**config.mk**
```make
export PLATFORM = sky130hd
export DESIGN_NAME = if_stage
export DESIGN_NICKNAME = d
export VERILOG_FILES = /design/src/rtl/params_pkg.sv /design/src/rtl/pc_reg.sv /design/src/rtl/if_stage.sv
export SDC_FILE = /design/constraint.sdc
export NUM_CORES = 1
export LEC_CHECK = 0
export CAP_MARGIN = 25
export CORE_MARGIN = 2
export CORE_UTILIZATION = 28
export CTS_BUF_LIST = sky130_fd_sc_hd__clkbuf_16
export CTS_CLUSTER_DIAMETER = 100
export DETAILED_ROUTE_END_ITERATION = 8
export DONT_BUFFER_PORTS = 1
export HOLD_SLACK_MARGIN = 0.05
export MAX_ROUTING_LAYER = met4
export SYNTH_ARGS = -nofsm -noshare
export SYNTH_HDL_FRONTEND = slang
export SYNTH_SLANG_ARGS = --single-unit
```
**constraint.sdc**
```tcl
create_clock -name clk -period 5.1 [get_ports clk]
set_clock_uncertainty 0.2 [all_clocks]
set_input_delay 1.02 -clock clk [delete_from_list [all_inputs] [get_ports clk]]
set_output_delay 1.02 -clock clk [all_outputs]
set_load 0.02 [all_outputs]
```
**src/rtl/params_pkg.sv**
```systemverilog
// Shared RV64 fetch-path parameters and the IF/ID pipeline register layout.
package params_pkg;

   localparam int INST_WIDTH                = 32;
   localparam int INST_BYTE_WIDTH           = 4;
   localparam int RISC_V_DATA_WIDTH         = 64;
   localparam int INST_MEM_DEPTH            = 64;
   localparam int INST_MEMORY_ADDRESS_WIDTH = 8;

   localparam logic [INST_WIDTH-1:0]        NOP        = 32'h0000_0013;
   localparam logic [RISC_V_DATA_WIDTH-1:0] IMEM_BYTES = 64'(INST_MEM_DEPTH * INST_BYTE_WIDTH);

   typedef struct packed {
      logic [RISC_V_DATA_WIDTH-1:0] pc;
      logic [INST_WIDTH-1:0]        inst;
      logic                         valid;
   } if_id_t;

endpackage

```
**src/rtl/pc_reg.sv**
```systemverilog
// Program counter: load has priority over hold, otherwise advances one instruction.
// One-cycle update; hold freezes the value indefinitely.
module pc_reg
   import params_pkg::*;
#(
   parameter logic [RISC_V_DATA_WIDTH-1:0] RESET_PC = 64'h0
) (
   input  logic                         clk,
   input  logic                         rst_n,
   input  logic                         load,
   input  logic                         hold,
   input  logic [RISC_V_DATA_WIDTH-1:0] load_pc,
   output logic [RISC_V_DATA_WIDTH-1:0] pc
);

   always_ff @(posedge clk or negedge rst_n) begin
      if (!rst_n) begin
         pc <= RESET_PC;
      end else if (load) begin
         pc <= load_pc;
      end else if (!hold) begin
         pc <= pc + RISC_V_DATA_WIDTH'(INST_BYTE_WIDTH);
      end
   end

endmodule

```
**src/rtl/if_stage.sv**
```systemverilog
// Instruction fetch stage with IF/ID register; optional counters under IF_PERF_COUNTERS_EN.
// One-cycle fetch latency; stall holds PC and IF/ID, redirect overrides stall and halt.
module if_stage
   import params_pkg::*;
#(
   parameter logic [RISC_V_DATA_WIDTH-1:0] RESET_PC = 64'h0
) (
   input  logic                                 clk,
   input  logic                                 rst_n,
   input  logic                                 stall,
   input  logic                                 redirect,
   input  logic [RISC_V_DATA_WIDTH-1:0]         redirect_pc,
   output logic [INST_MEMORY_ADDRESS_WIDTH-1:0] imem_addr,
   input  logic [INST_WIDTH-1:0]                imem_rdata,
   output logic [RISC_V_DATA_WIDTH-1:0]         if_id_pc,
   output logic [INST_WIDTH-1:0]                if_id_inst,
   output logic                                 if_id_valid,
   output logic                                 halted
`ifdef IF_PERF_COUNTERS_EN
   ,
   output logic [31:0]                          fetch_count,
   output logic [31:0]                          stall_count
`endif
);

   logic [RISC_V_DATA_WIDTH-1:0] pc;
   logic [RISC_V_DATA_WIDTH-1:0] target_pc;
   logic                         fetch_en;
   logic                         stall_en;
   logic                         unused_align;
   if_id_t                       if_id_q;

   // Targets are forced to instruction alignment; the low bits are dropped.
   assign target_pc    = {redirect_pc[RISC_V_DATA_WIDTH-1:2], 2'b00};
   assign unused_align = ^redirect_pc[1:0];

   assign halted    = (pc >= IMEM_BYTES);
   assign imem_addr = pc[INST_MEMORY_ADDRESS_WIDTH-1:0];
   assign fetch_en  = !redirect && !halted && !stall;
   assign stall_en  = !redirect && !halted && stall;

   pc_reg #(
      .RESET_PC (RESET_PC)
   ) u_pc_reg (
      .clk     (clk),
      .rst_n   (rst_n),
      .load    (redirect),
      .hold    (halted || stall),
      .load_pc (target_pc),
      .pc      (pc)
   );

   always_ff @(posedge clk or negedge rst_n) begin
      if (!rst_n) begin
         if_id_q <= '{pc: '0, inst: NOP, valid: 1'b0};
      end else if (redirect || halted) begin
         if_id_q <= '{pc: pc, inst: NOP, valid: 1'b0};
      end else if (!stall) begin
         if_id_q <= '{pc: pc, inst: imem_rdata, valid: 1'b1};
      end
   end

   assign if_id_pc    = if_id_q.pc;
   assign if_id_inst  = if_id_q.inst;
   assign if_id_valid = if_id_q.valid;

`ifdef IF_PERF_COUNTERS_EN
   logic [31:0] fetch_cnt;
   logic [31:0] stall_cnt;

   // Both counters saturate rather than wrap.
   always_ff @(posedge clk or negedge rst_n) begin
      if (!rst_n) begin
         fetch_cnt <= '0;
         stall_cnt <= '0;
      end else begin
         if (fetch_en && (fetch_cnt != '1)) fetch_cnt <= fetch_cnt + 32'd1;
         if (stall_en && (stall_cnt != '1)) stall_cnt <= stall_cnt + 32'd1;
      end
   end

   assign fetch_count = fetch_cnt;
   assign stall_count = stall_cnt;
`else
   logic unused_perf;
   assign unused_perf = fetch_en ^ stall_en;
`endif

endmodule
```
==> impl_metrics.ini <==
[synth]
synthFlopType = dfrtp_1
yosys_register_bits = 157
yosysSeqAreaShare_pct = 64.4
syn_avg_cell_area_um2 = 13.7
synth_edf_count = 0
synth-async-reset-ratio_pct = 100
post_synth_num_cell_types = 34
ys_warn_count = 0
syn_area_um2 = 6100
synth_cells = 444

[clocking]
clk_latency_ps = 410
cts.sinks = 157
post-cts-setup-buffers = 0
cts_max_level = 4
cts_tree = done
cts_hold_buf = 0
cts_resized = 0
path_clk_slew_ps = 60
clk_path_buf_depth = 2
cts_buffers = 17
cts_root_buf = clkbuf_16

[die]
die_w_um = 152
design.portCount = 206
die_h_um = 152
initial_core_util_pct = 28.2
fp.dieArea_um2 = 23000
coreArea_um2 = 21600
rows = 54

[power]
powerDensity_nw_per_um2 = 418
power.leakage_uw = 0.00317
peakVddDrop_v = 0.000192
p_total_uw = 2880

[route]
drtAntennaViolNets = 0
drt_pre_antenna_iters = 4
post_drt_wl_per_cell_um = 18.8
via_per_inst = 4.76
first_iter_violations = 112
drc_errors = 0
vias = 3463
drt-total-wl_mm = 13.6

[grt]
grt_pass1_vias = 3663
grt_antenna_before_repair = 0
grt_max_degree = 158
grt_usage_pct = 12.2
grt-ovfl-total = 0
grt_pass1_wl_mm = 20.4

[setup_path]
start_kind = register
cp.arrival_ps = 2520
crit_path_top_delay_cell = or3_4
cp-end-kind = output pin
crit_family = simple AND/OR/NAND/NOR gates
required_ps = 3880
crit_fanout = 14
timing.critical_path.buf_inv = 0
max_stage_delay_ps = 530
path_class = register to output pin
timing.critical_path.cells = nor4_1, nand4_1, or3_4, or2_2

[placement]
gp_congestion = 0.706
place_hpwl_mm = 9.57
dp_cells = 695
io_buffers = 0

[timing]
finalSetupTns_ps = 0
fmax_mhz = 268
finalSetupViolCount = 0
fin_crit_ps = 3740
tightest_slew_ps = 603
fin_crit_sh_pct = 73.3
rsz0062_at_grt = no
slew_headroom_pct = 59.5
holdWs_ps = 104
hold_viol_final = 0
report.final.slew_viol_count = 0

[finish]
nNetsFinal = 536
instances_no_fill = 727
n_antenna_cell = 0
areaGrowthSynthToFinish_pct = 13.1
fillers = 2140
layout-drive-gt1-share_pct = 21.7

[status]
status = complete, no violations

[min_path]
hold_path.class = input port to asynchronous set/reset pin

[flow_run]
max_cap_violations = 0
-- per-layer routing --
layer | GRT usage [%] | wire length [um]
met4 | 4.40 | 232
met3 | 4.58 | 1170
met5 | - | 0
met1 | 14.5 | 5660
met2 | 19.1 | 6580
-- logic make-up (layout without fill, tap and decap cells) --
group                      Yosys count  after routing  share of synthesized area, %
AOI/OAI and AO/OA                   73             73                          8.82
adders and majority gates            2              2                         0.410
buffers and inverters               41             41                          3.32
DFF                                157            157                          64.4
muxes                               90             90                          16.0
other                                1              4                        0.0615
and+or+nand+nor                     80             80                          6.93
-- cells in the mapped netlist, types with 4 or more instances --
library cell	count	area share [%]
nand3_1	5	0.41
inv_1	7	0.43
nor2_1	38	2.3
mux2_1	4	0.74
dfrtp_1	154	63
clkbuf_1	12	0.74
a21o_1	56	6.9
buf_4	11	1.4
or4_1	11	1.4
mux2_2	57	11
nand2_1	4	0.25
mux2i_1	29	4.8
buf_2	6	0.49
nor4_1	8	0.82
buf_1	5	0.31
a31oi_1	5	0.51
-- worst paths after layout --
kind / startpoint / end / slack [ps] / cells past startpoint
max: u_pc_reg.pc[34] / halted / 1360 / 4
min: rst_n / if_id_inst[25] / 100 / 0
max reg2reg: u_pc_reg.pc[34] / if_id_pc[7] / 1810 / 6
min reg2reg: u_pc_reg.pc[46] / if_id_pc[46] / 270 / 1
max in group asynchronous: rst_n / if_id_inst[0] / 4190 / 0
min in group clk: u_pc_reg.pc[46] / if_id_pc[46] / 270 / 1
-- power by group --
part | internal (uW) | switching, uW | total (uW) | leakage (uW)
Clock | 730 | 529 | 1260 | 0.000290
Combinational | 85.1 | 40.7 | 126 | 0.000985
Sequential | 1340 | 155 | 1500 | 0.00189
-- per-stage QoR --
step	setup WS (ps)	instance area [um2]	utilization, %
6_report	1360	6900	31.9
5_1_grt	1190	6900	31.9
4_1_cts	1240	6900	31.9
3_5_place_dp	1700	6310	29.2
3_3_place_gp	1680	6310	29.2
2_1_floorplan	2160	6110	-
-- cell type report --
cell class | instances | area, um2 | share of cell area [%]
Multi-Input combinational cell | 249 | 1980 | 28.7
Clock buffer | 17 | 425 | 6.17
Sequential cell | 157 | 3930 | 57.0
Tap cell | 280 | 350 | 5.08
Inverter | 7 | 26.3 | 0.381
Timing Repair Buffer | 2 | 27.5 | 0.399
Clock inverter | 15 | 160 | 2.32
-- cells in the final DEF, fill, tap and decap left out, types with 3 or more instances in the layout --
cell       count
nand2_1        4
clkbuf_16     17
o31ai_1        3
conb_1         4
dfrtp_1      154
nor2_1        38
mux2_1         4
mux2_2        57
nor4_1         8
inv_6          5
dfstp_2        3
a211o_1        3
nand3_1        5
a21o_1        56
inv_1          7
nor2b_1        3
a31oi_1        5
clkinv_2       4
or4_1         11
mux2i_1       29
(Power assumes the default switching activity.)
